File: src/rtl/alg_ip_frm_mon.sv
// alg_ip_frm_mon: frame start/end monitor producing frm_done strobes, frame stats and sticky protocol errors.
module alg_ip_frm_mon #(
  parameter int          CNT_W   = 32,
  parameter int          FRM_W   = 16,
  parameter int unsigned TIMEOUT = 1000000
) (
  input  logic             clk_i,
  input  logic             rst_i,
  input  logic             frm_start_i,
  input  logic             frm_end_i,
  input  logic             err_clr_i,
  output logic             frm_done_o,
  output logic             in_frame_o,
  output logic [FRM_W-1:0] frame_count_o,
  output logic [CNT_W-1:0] frm_cycles_o,
  output logic             err_orphan_end_o,
  output logic             err_overlap_o,
  output logic             err_timeout_o
);
  typedef enum logic {IDLE, ACTIVE} st_t;
  localparam logic [CNT_W-1:0] TO_C = CNT_W'(TIMEOUT);
  st_t              st_q, st_d;
  logic [CNT_W-1:0] cnt_q, cnt_d, cnt_inc, cyc_q, cyc_d;
  logic [FRM_W-1:0] fc_q, fc_d;
  logic             done_q, done_d, orp_q, orp_d, ov_q, ov_d, to_q, to_d;
  logic             act, tmo, set_orp, set_ov;
  always_ff @(posedge clk_i or posedge rst_i) begin
    if (rst_i) st_q <= IDLE;
    else       st_q <= st_d;
  end
  // a timed-out frame swallows any frm_end in the same cycle
  always_comb begin
    act  = st_q == ACTIVE;
    tmo  = (TIMEOUT != 0) && act && cnt_q == TO_C;
    st_d = act ? ((tmo || frm_end_i) ? (frm_start_i ? ACTIVE : IDLE) : ACTIVE)
               : ((frm_start_i && !frm_end_i) ? ACTIVE : IDLE);
  end
  always_comb begin
    cnt_inc = &cnt_q ? cnt_q : cnt_q + CNT_W'(1);
    done_d  = !tmo && frm_end_i && (act || frm_start_i);
    set_orp = !act && frm_end_i && !frm_start_i;
    set_ov  = act && !tmo && frm_start_i && !frm_end_i;
    cnt_d   = st_d == ACTIVE ? (frm_start_i ? CNT_W'(1) : cnt_inc) : '0;
    cyc_d   = done_d ? (act ? cnt_inc : CNT_W'(1)) : cyc_q;
    fc_d    = fc_q + FRM_W'(done_d);
    orp_d   = set_orp || (orp_q && !err_clr_i);
    ov_d    = set_ov || (ov_q && !err_clr_i);
    to_d    = tmo || (to_q && !err_clr_i);
  end
  always_ff @(posedge clk_i or posedge rst_i) begin
    if (rst_i) begin
      cnt_q  <= '0;
      cyc_q  <= '0;
      fc_q   <= '0;
      done_q <= 1'b0;
      orp_q  <= 1'b0;
      ov_q   <= 1'b0;
      to_q   <= 1'b0;
    end else begin
      cnt_q  <= cnt_d;
      cyc_q  <= cyc_d;
      fc_q   <= fc_d;
      done_q <= done_d;
      orp_q  <= orp_d;
      ov_q   <= ov_d;
      to_q   <= to_d;
    end
  end
  always_comb begin
    in_frame_o       = st_q == ACTIVE;
    frm_done_o       = done_q;
    frame_count_o    = fc_q;
    frm_cycles_o     = cyc_q;
    err_orphan_end_o = orp_q;
    err_overlap_o    = ov_q;
    err_timeout_o    = to_q;
  end
endmodule

File: config.mk
export PLATFORM = sky130hd
export DESIGN_NAME = alg_ip_frm_mon
export DESIGN_NICKNAME = d
export VERILOG_FILES = /design/src/rtl/alg_ip_frm_mon.sv
export SDC_FILE = /design/constraint.sdc
export NUM_CORES = 1
export LEC_CHECK = 0
export CAP_MARGIN = 20
export CORE_ASPECT_RATIO = 2
export CORE_UTILIZATION = 35
export CTS_BUF_LIST = sky130_fd_sc_hd__clkbuf_2
export DETAILED_ROUTE_END_ITERATION = 10
export DONT_BUFFER_PORTS = 1
export GPL_TIMING_DRIVEN = 1
export SETUP_SLACK_MARGIN = 0.15
export SYNTH_ARGS = -nofsm -noshare
export SYNTH_HDL_FRONTEND = slang
export SYNTH_SLANG_ARGS = --single-unit
File: constraint.sdc
create_clock -name clk_i -period 3.6 [get_ports clk_i]
set_clock_uncertainty 0.1 [all_clocks]
set_input_delay 0.36 -clock clk_i [delete_from_list [all_inputs] [get_ports clk_i]]
set_output_delay 0.36 -clock clk_i [all_outputs]
set_load 0.02 [all_outputs]
==> impl_summary.txt <==
----------------------------------------------------
[Power]
  Switching part of the total power ... 32.5%
  Int Power ... 1.14 mW
  PwrDens ... 373 nW/um2
  Net switching power figure ... 0.549 mW
  Leakage power total ... 1.91 nW
  Portion of total power attributed to combinational logic ... 8.2%
  VDD IR max ... 0.000167 V
  Share of total power in sequential cells ... 65.2%
  Clk network pwr share ... 26.6%

[CTS]
  CTS Buf Count ... 9
  Clk root buf ... sky130_fd_sc_hd__clkbuf_2
  Total number of H-tree levels ... 3
  Maximum clock insertion buffer count ... 2
  Source-to-sink clock delay at the later pin of the worst-skew pair ... 590 ps
  Clk pin slew, worst setup/hold paths ... 250 ps
  Clk sink count ... 85
  Resize count post-CTS ... 0
  TritonCTS clock tree ... built

[Placement]
  Count of buffers inserted at the top-level ports ... 0
  Half-perimeter wire length after detailed placement ... 8.53 mm
  Routability Congestion ... 0.898
  Post-placement setup slack ... 801 ps

[Logic synthesis]
  Synthesized Nets ... 435
  Cells after synthesis ... 426
  Fraction of synthesis flops using an asynchronous set or reset pin ... 100%
  Ys flop type ... sky130_fd_sc_hd__dfrtp_1
  Sequential element share of the synthesized area ... 49.9%
  Total of flip-flops plus latches after synthesis ... 85
  Number of flops mapped to enable cells by yosys ... 0
  Mean instance size in the synthesized netlist ... 10.0 um2
  Synth cell types ... 53
  Cell area after technology mapping ... 4260 um2
  Number of warning messages in the yosys log ... 0

[Floorplan]
  Horizontal extent of the die ... 80.1 um
  Area enclosed by the die boundary ... 12700 um2
  Rows ... 56
  Total I/O pin count ... 58
  DIE HEIGHT ... 158 um
  Core Region ... 11800 um2
  Initial Utilization ... 36.2%

[Final layout]
  Most common cell after layout, fill and taps aside ... sky130_fd_sc_hd__dfrtp_1
  Footprint of the flip-flops and latches ... 2130 um2
  Combined area of the multi-input logic cells ... 1960 um2
  Commonest cells after routing, fill and taps aside ... sky130_fd_sc_hd__dfrtp_1, sky130_fd_sc_hd__nand2_1, sky130_fd_sc_hd__nor2_1, sky130_fd_sc_hd__o21ai_0, sky130_fd_sc_hd__nand3_1
  Net count of the finished layout ... 434
  Final core area utilization ... 38.4%
  Ratio of cells with drive above 1 in the final layout ... 8.14%
  Synthesis-to-layout area growth ... 6.02%
  Total of fill cells in the finished design ... 1201

[STA]
  Setup TNS ... 0 ps
  Hold_ws ... 97.7 ps
  RSZ-0062 raised after global routing ... no
  Final WS setup ... 774 ps
  Final critical path time including I/O delays and setup ... 2830 ps
  Number of endpoints with negative hold slack in the final report ... 0
  Setup violations, final ... 0
  Post-route clock period utilization ... 78.5%
  Actual slew at the worst max-slew pin ... 887 ps
  Worst-case headroom to the max-slew limit ... 40.9%
  Slew Viols, Final ... 0
  Fmax ... 0.354 GHz

[Routing]
  Post-route DRC violation count ... 0
  Total via count in the routed design ... 3404
  DRT antenna net count ... 0
  Iteration count of the initial detailed-routing pass ... 4
  Routed via count divided by cell count ... 5.91
  WL/cell ... 20.3 um
  Detailed Route Iter0 Violations ... 205
  Total Routed Length ... 11.7 mm

[Global routing]
  Number of global-route vias before repair ... 3568
  Sum of overflow across all layers after global routing ... 0
  First-pass GRT wire length ... 18.5 mm
  All-Layer GR Usage ... 19.8%
  Largest net degree at the start of global routing ... 36
  Initial antenna violation count ... 1

[Worst setup path]
  CP Launch Type ... register
  CP Capture Type ... register
  Crit path DAT ... 3240 ps
  Required time of the worst setup path ... 4020 ps
  Critical path class ... reg2reg
  Critical path peak fanout ... 4

[Flow run]
  Reported max-cap violation count ... 0

[Run status]
  Outcome ... finished, final reports clean

[Hold path]
  Type of the worst min-delay path ... in2async

----------------------------------------------------
kinds of logic (layout without fill, tap and decap cells):
logic type,count (synthesis),in the layout,synth area share (%)
muxes,1,1,0.235
adders and majority gates,4,4,1.17
xor gates and xnor gates,29,29,5.96
AOI/OAI and AO/OA,93,93,15.3
DFF,85,85,49.9
and+or+nand+nor,178,178,23.1
buffers and inverters,36,40,4.34
other,0,1,0
path summary, 6_finish.rpt:
path	from	endpoint	slack [ps]	cells past startpoint
setup / recovery	cnt_q[0]	frame_count_o[12]	770	12
min in group clk_i	frm_end_i	frm_cycles_o[11]	100	4
setup reg to reg	cnt_q[0]	frame_count_o[12]	770	12
hold / removal	rst_i	frm_cycles_o[26]	100	2
hold reg to reg	cnt_q[11]	frm_cycles_o[11]	540	2
max in group asynchronous	rst_i	frm_cycles_o[4]	2480	3
cells in the mapped netlist (2+ instances only):
library cell	count	area (um2)
sky130_fd_sc_hd__dfrtp_1	85	2130
sky130_fd_sc_hd__nand2_1	41	154
sky130_fd_sc_hd__nor2_1	29	109
sky130_fd_sc_hd__o21ai_0	24	120
sky130_fd_sc_hd__nand3_1	23	115
sky130_fd_sc_hd__xnor2_1	17	149
sky130_fd_sc_hd__a21oi_1	16	80.1
sky130_fd_sc_hd__nand4_1	15	93.8
sky130_fd_sc_hd__xor2_1	12	105
sky130_fd_sc_hd__inv_1	11	41.3
sky130_fd_sc_hd__or4_1	11	82.6
sky130_fd_sc_hd__and3_1	10	62.6
sky130_fd_sc_hd__clkbuf_1	10	37.5
sky130_fd_sc_hd__nor3_1	10	50.1
sky130_fd_sc_hd__or3_1	9	56.3
sky130_fd_sc_hd__and4_1	8	70.1
sky130_fd_sc_hd__o211ai_1	8	60.1
sky130_fd_sc_hd__o31ai_1	8	60.1
sky130_fd_sc_hd__buf_2	7	35.0
sky130_fd_sc_hd__a221o_1	5	50.1
sky130_fd_sc_hd__a31oi_1	5	31.3
sky130_fd_sc_hd__and2_1	5	31.3
sky130_fd_sc_hd__buf_4	5	37.5
sky130_fd_sc_hd__nor4_1	5	31.3
sky130_fd_sc_hd__ha_1	4	50.1
sky130_fd_sc_hd__nor4b_1	4	35.0
sky130_fd_sc_hd__o311a_1	4	40.0
sky130_fd_sc_hd__a211o_1	3	26.3
sky130_fd_sc_hd__a211oi_1	3	22.5
sky130_fd_sc_hd__buf_6	3	33.8
sky130_fd_sc_hd__o211a_1	3	30.0
sky130_fd_sc_hd__a21o_1	2	15.0
power groups by stage:
stage                     combinational, mW  sequential, mW  clock, mW
after floorplan                      0.0958            1.10          0
after global placement                0.131            1.12          0
after detailed placement              0.135            1.12          0
after CTS                             0.142            1.10      0.462
after global routing                  0.157            1.11      0.497
final                                 0.138            1.10      0.449
worst max-delay path, stage by stage (launching register included):
cell and delay, ps:
sky130_fd_sc_hd__dfrtp_1 460, sky130_fd_sc_hd__inv_1 100, sky130_fd_sc_hd__ha_1 140, sky130_fd_sc_hd__nor4b_1 480, sky130_fd_sc_hd__nand4_1 270, sky130_fd_sc_hd__o31ai_4 280, sky130_fd_sc_hd__inv_1 90, sky130_fd_sc_hd__ha_1 220
sky130_fd_sc_hd__ha_1 240, sky130_fd_sc_hd__nand2_1 90, sky130_fd_sc_hd__nor2_1 70, sky130_fd_sc_hd__nand4_1 120, sky130_fd_sc_hd__xnor2_1 130
metrics by stage:
stage / instance area (um2) / power [mW] / cells
after global routing: 4520 / 1.77 / 576
after global placement: 4380 / 1.25 / 554
final: 4520 / 1.69 / 576
after detailed placement: 4380 / 1.26 / 554
after CTS: 4520 / 1.71 / 575
after floorplan: 4260 / 1.20 / 426
timing repair:
action / CTS / global route
setup buffers: 0 / 0
hold buffers: 5 / 0
hold endpoints to repair: 43 / 0
layout make-up:
cell class              instances  area share (%)
well taps                     145            4.01
inverters                      11           0.941
repair buffers                 13            2.44
flip-flops and latches         85            47.1
multi-input cells             305            43.5
clock inverters                 7            1.05
diodes                          1          0.0554
clock buffers                   9           0.996
flip-flops by register name, indices dropped and copies added (netlist names):
register          count
frm_cycles_o         32
err_orphan_end_o      1
in_frame_o            1
frame_count_o        16
frm_done_o            1
cnt_q                32
err_overlap_o         1
err_timeout_o         1
per-layer routing:
layer / track usage (%) / vias up / part of all wire (%)
met2: 36.6 / 97 / 55
li1: - / 1578 / -
met5: 0 / - / 0
met3: 4.27 / 37 / 4.1
met4: 13.4 / 0 / 5.7
met1: 18.9 / 1692 / 35
Note: power is estimated with default switching activity, not from simulation.
